`config.mk`:
```
export PLATFORM = sky130hd
export DESIGN_NAME = instr_fetch_queue
export DESIGN_NICKNAME = d
export VERILOG_FILES = /design/src/rtl/instr_fetch_queue.sv
export SDC_FILE = /design/constraint.sdc
export NUM_CORES = 1
export LEC_CHECK = 0
export CORE_MARGIN = 2
export CORE_UTILIZATION = 50
export CTS_BUF_LIST = sky130_fd_sc_hd__clkbuf_4 sky130_fd_sc_hd__clkbuf_8
export CTS_CLUSTER_DIAMETER = 100
export DETAILED_ROUTE_END_ITERATION = 7
export GPL_TIMING_DRIVEN = 0
export PLACE_DENSITY = 0.82
export SLEW_MARGIN = 20
export SYNTH_ARGS = -nofsm -noshare
export SYNTH_HDL_FRONTEND = slang
export SYNTH_SLANG_ARGS = --single-unit
```
`constraint.sdc`:
```
create_clock -name clk -period 3.2 [get_ports clk]
set_input_delay 0.64 -clock clk [delete_from_list [all_inputs] [get_ports clk]]
set_output_delay 0.64 -clock clk [all_outputs]
set_load 0.02 [all_outputs]
```
`src/rtl/instr_fetch_queue.sv`:
```
// Instruction fetch queue. It issues sequential word fetches into a memory with a
// fixed one-cycle latency, and buffers the returned words with their PCs in a
// DEPTH-entry FIFO. The head entry goes to decode over a valid/ready handshake.
// A redirect flushes the queue and any in-flight response, then restarts fetch.
// Optional macro IFQ_BYPASS_EN: when the FIFO is empty, a returning word is shown
// straight from imem_rdata to decode in the cycle it arrives.
module instr_fetch_queue #(
  parameter int unsigned DEPTH    = 4,
  parameter logic [31:0] RESET_PC = 32'h0000_0000
) (
  input  logic                       clk,
  input  logic                       rst_n,
  output logic                       IFQ_imem_req,
  output logic [31:0]                IFQ_imem_addr,
  input  logic [31:0]                imem_rdata,
  input  logic                       redirect,
  input  logic [31:0]                redirect_pc,
  input  logic                       DU_ready,
  output logic                       IFQ_valid,
  output logic [31:0]                IFQ_Instr,
  output logic [31:0]                IFQ_PC,
  output logic [$clog2(DEPTH):0]     IFQ_count
);

  localparam int unsigned PW = $clog2(DEPTH);
  localparam int unsigned CW = PW + 1;

  logic [31:0]   pc_q;
  logic [PW-1:0] rd_ptr_q, wr_ptr_q;
  logic [CW-1:0] count_q;
  logic          inflight_q;
  logic [31:0]   inflight_pc_q;
  logic [31:0]   instr_mem_q [DEPTH];
  logic [31:0]   pc_mem_q    [DEPTH];

  logic [CW-1:0] occupancy;
  logic          issue;
  logic          fifo_nonempty;
  logic          bypass;
  logic          push;
  logic          pop;

  // Issue, handshake and push/pop decisions; a redirect suppresses all of them.
  always_comb begin
    // An in-flight word already owns a slot; a pop in this cycle is not credited.
    occupancy     = count_q + CW'(inflight_q);
    issue         = rst_n && !redirect && (occupancy < CW'(DEPTH));
    fifo_nonempty = (count_q != '0);
`ifdef IFQ_BYPASS_EN
    bypass        = !fifo_nonempty && inflight_q && !redirect;
`else
    bypass        = 1'b0;
`endif
    IFQ_valid     = !redirect && (fifo_nonempty || bypass);
    pop           = IFQ_valid && DU_ready && fifo_nonempty;
    // A word taken directly by decode on the bypass path is not stored.
    push          = inflight_q && !redirect && !(bypass && DU_ready);
    IFQ_imem_req  = issue;
    IFQ_imem_addr = pc_q;
    IFQ_count     = count_q;
  end

  // Head entry shown to decode; both fields read as zero when nothing is valid.
  always_comb begin
    IFQ_Instr = '0;
    IFQ_PC    = '0;
    if (fifo_nonempty && !redirect) begin
      IFQ_Instr = instr_mem_q[rd_ptr_q];
      IFQ_PC    = pc_mem_q[rd_ptr_q];
    end
`ifdef IFQ_BYPASS_EN
    else if (bypass) begin
      IFQ_Instr = imem_rdata;
      IFQ_PC    = inflight_pc_q;
    end
`endif
  end

  // Control state: fetch PC, FIFO pointers/count and the in-flight tracker.
  always_ff @(posedge clk or negedge rst_n) begin
    if (!rst_n) begin
      pc_q          <= RESET_PC;
      rd_ptr_q      <= '0;
      wr_ptr_q      <= '0;
      count_q       <= '0;
      inflight_q    <= 1'b0;
      inflight_pc_q <= '0;
    end else if (redirect) begin
      pc_q       <= {redirect_pc[31:2], 2'b00};
      rd_ptr_q   <= '0;
      wr_ptr_q   <= '0;
      count_q    <= '0;
      inflight_q <= 1'b0;
    end else begin
      if (issue) begin
        pc_q          <= pc_q + 32'd4;
        inflight_pc_q <= pc_q;
      end
      inflight_q <= issue;
      if (push) wr_ptr_q <= wr_ptr_q + PW'(1);
      if (pop)  rd_ptr_q <= rd_ptr_q + PW'(1);
      unique case ({push, pop})
        2'b10:   count_q <= count_q + CW'(1);
        2'b01:   count_q <= count_q - CW'(1);
        default: count_q <= count_q;
      endcase
    end
  end

  // FIFO storage; contents past the count are don't-care, so no reset is needed.
  always_ff @(posedge clk) begin
    if (push) begin
      instr_mem_q[wr_ptr_q] <= imem_rdata;
      pc_mem_q[wr_ptr_q]    <= inflight_pc_q;
    end
  end

endmodule

```
==> results.py <==
metrics = {
    "final_layout": {
        "design_area_sq_mm": 0.01605,
        "num_antenna_cells": 0,
        "drive_gt1_share_pct": 26.72,
        "synthToLayoutAreaGrowth_pct": 24.59,
        "nets": 1039,
        "final_cell_mix": "248 x edfxtp_1, 98 x clkdlybuf4s50_1, 64 x dfrtp_1, 63 x and2_1, 62 x mux4_2",
        "final_common_cell": "edfxtp_1",
        "fillCellCount": 1810,
    },
    "timing": {
        "setup_violations": 0,
        "worstMarginPinSlew_ns": 0.7543,
        "finalCritPeriodShare_pct": 95.29,
        "fin_worst_skew_ns": 0.01878,
        "hold_violations": 0,
        "slew_violations": 0,
        "rsz0062_at_grt": "no",
        "period_minus_slack_ns": 3.049,
        "tns_ns": 0,
        "max_clock_freq_ghz": 0.3279,
        "relSlewSlack_pct": 49.28,
    },
    "clocking": {
        "clk_latency_ns": 0.56,
        "numCtsBuffers": 50,
        "clock_path_buffers": 3,
        "cts_root_buf": "clkbuf_8",
        "cts.sinks": 316,
        "path_clk_slew_ns": 0.06,
        "cts_tree": "built",
        "h-tree-depth": 2,
    },
    "die": {
        "initial_utilization_pct": 51.02,
        "row_count": 58,
        "die_area_sq_mm": 0.02707,
        "die_w_microns": 164.5,
        "ios": 169,
        "coreArea_sq_mm": 0.02525,
        "fp.dieH_microns": 164.5,
    },
    "logic_synthesis": {
        "synth_cell_types": 53,
        "netlist_area_sq_mm": 0.01288,
        "synth_top_cell_area_share_pct": 57.80,
        "ys_ff_latch": 316,
        "yosys_warnings": 0,
        "synth_area_leaders": "edfxtp_1 58%, dfrtp_1 13%, mux4_2 11%",
        "synth_area_leader_cell": "edfxtp_1",
        "synthCells": 742,
        "synth-main-ff-cell": "edfxtp_1",
        "synth_edf_count": 248,
        "ys_async_sr_fraction_pct": 21.52,
        "syn_area_per_cell_sq_um": 17.37,
        "seq_area_frac_synth_pct": 71.00,
    },
    "placement": {
        "io_buffer_count": 162,
        "place_congestion": 0.9057,
        "postPlaceCellArea_sq_mm": 0.01508,
        "hpwl_microns": 17680,
    },
    "worst_setup_path": {
        "reg2reg_from": "inflight_q",
        "path_cells": "and4_1 -> o211ai_1 -> buf_6 -> inv_1 -> clkdlybuf4s50_1",
        "worstPathArrival_ns": 2.41,
        "reg2reg_depth": 5,
        "crit_end": "IFQ_imem_req",
        "reg2reg_to": "inflight_pc_q[22]",
        "crit_buf_inv": 3,
        "required_ns": 2.56,
        "cp_max_fo": 9,
        "rrSetupSlack_ns": 0.91,
        "crit_path_start_kind": "flip-flop",
        "critPathKind": "reg2out",
        "critPathCaptureType": "primary output",
        "max_stage_delay_ns": 0.60,
        "cp_slowest_cell": "clkdlybuf4s50_1",
        "startpoint": "inflight_q",
        "cpLargestDelayFamily": "buffers and inverters",
        "crit_cells": 5,
    },
    "route": {
        "first_pass_iters": 5,
        "drt_iter0_markers": 675,
        "wl_per_cell_microns": 20.29,
        "drt-total-wl_microns": 27050,
        "drc": 0,
        "antenna_left": 0,
        "via_per_inst": 5.590,
        "num_vias": 7452,
    },
    "power_and_ir_drop": {
        "peakVddDrop_uv": 265.1,
        "pwr_density_cell_mw_per_mm2": 581.7,
        "p_leak_nw": 5.626,
    },
    "global_routing": {
        "grt.total_usage_pct": 20.32,
        "grt_max_degree": 60,
        "grt_pass1_wl_microns": 41720,
        "grt_pass1_vias": 7675,
        "gr-total-overflow": 0,
        "antenna_found_initial": 0,
    },
    "hold_path": {
        "min_path_type": "in2async",
    },
    "job": {
        "cap_violations": 0,
    },
    "status": {
        "status": "completed",
    },
}
## worst min path at each step
stage	start	to	slack, ns
final	rst_n	IFQ_count[2]	0.09
after global routing	rst_n	IFQ_imem_addr[4]	0.09
after CTS	rst_n	IFQ_imem_addr[24]	0.09
after detailed placement	inflight_pc_q[7]	pc_mem_q[0][7]	0.50
after global placement	inflight_pc_q[19]	pc_mem_q[3][19]	0.49
after floorplan	rst_n	IFQ_count[0]	0.34
## report_power, final
part	internal, mW	leakage [nW]	total [mW]	switching [mW]
Clock	1.85	0.532	3.33	1.48
Sequential	4.71	3.03	4.92	0.215
Combinational	0.545	2.06	1.08	0.540
## flip-flops by register name, indices dropped and copies added (netlist names)
name and cells:
rd_ptr_q 2, inflight_pc_q 30, inflight_q 1, pc_mem_q 120, wr_ptr_q 2, instr_mem_q 128, IFQ_imem_addr 30, IFQ_count 3
## final cells by class
type	count	area [sq um]	share of cell area (%)
buffer	42	265.3	1.652
timing repair buffer	172	1674	10.43
inverter	13	48.80	0.3040
tap	330	412.9	2.572
clock inverter	12	58.81	0.3663
sequential	316	9154	57.02
clock buffer	78	935.9	5.830
multi-input combinational	370	3503	21.82
## cell usage after synthesis (3+ instances only)
library cell  number
and2_1            67
or2_2              3
xnor2_1            5
clkbuf_1          31
a31oi_1           18
or4_1             20
buf_2              7
a21o_1             3
mux2i_1            3
dfrtp_1           68
nor3_1             3
ha_1               5
o211ai_1           4
nor2b_1            4
edfxtp_1         248
mux4_2            62
buf_4              4
and4_1             4
nand2_1           23
inv_1             13
a21oi_1            4
nand3_1           15
nand4_1           10
mux2_2            25
o21ai_0           15
nor3b_1            3
nor2_1            21
o31ai_1           16
## cell families after synthesis
kind of cell             Yosys count  share of synthesized area, %
multiplexers                      90                         13.26
XOR/XNOR                           7                        0.4758
other                              1                       0.02910
AND/OR/NAND/NOR                  187                         8.574
adder cells (fa/ha/maj)            6                        0.6409
AO/OA/AOI/OAI                     76                         4.001
buffers and inverters             59                         2.020
flip-flops                       316                         71.00
## per-stage QoR
stage / setup slack, ns / power [mW] / util [%] / hold WS, ns / std cells
after global placement: -2.784 / 6.059 / 59.12 / 0.4923 / 1237
after floorplan: 0.2912 / 5.564 / - / 0.3444 / 745
after CTS: 0.002408 / 9.418 / 63.81 / 0.08821 / 1330
final: 0.1507 / 9.338 / 63.57 / 0.09077 / 1333
after global routing: 0.01023 / 9.708 / 63.57 / 0.09114 / 1333
after detailed placement: -0.8121 / 6.108 / 59.70 / 0.5011 / 1242
## metal layers
metal  GRT usage, %  part of all wire [%]
met3          4.144                   8.0
met5              0                     0
met2          32.94                    48
met4          5.375                   1.4
met1          28.53                    42
## what timing repair did
item / CTS / global route
endpoints found under the hold margin: 14 / 0
hold buffers: 1 / 0
setup buffers: 1 / 3
gates resized for setup: 132 / 58
pin swaps: 1 / 0
setup endpoints to repair: 64 / 52
No activity file was read; power rests on OpenSTA's default activity.
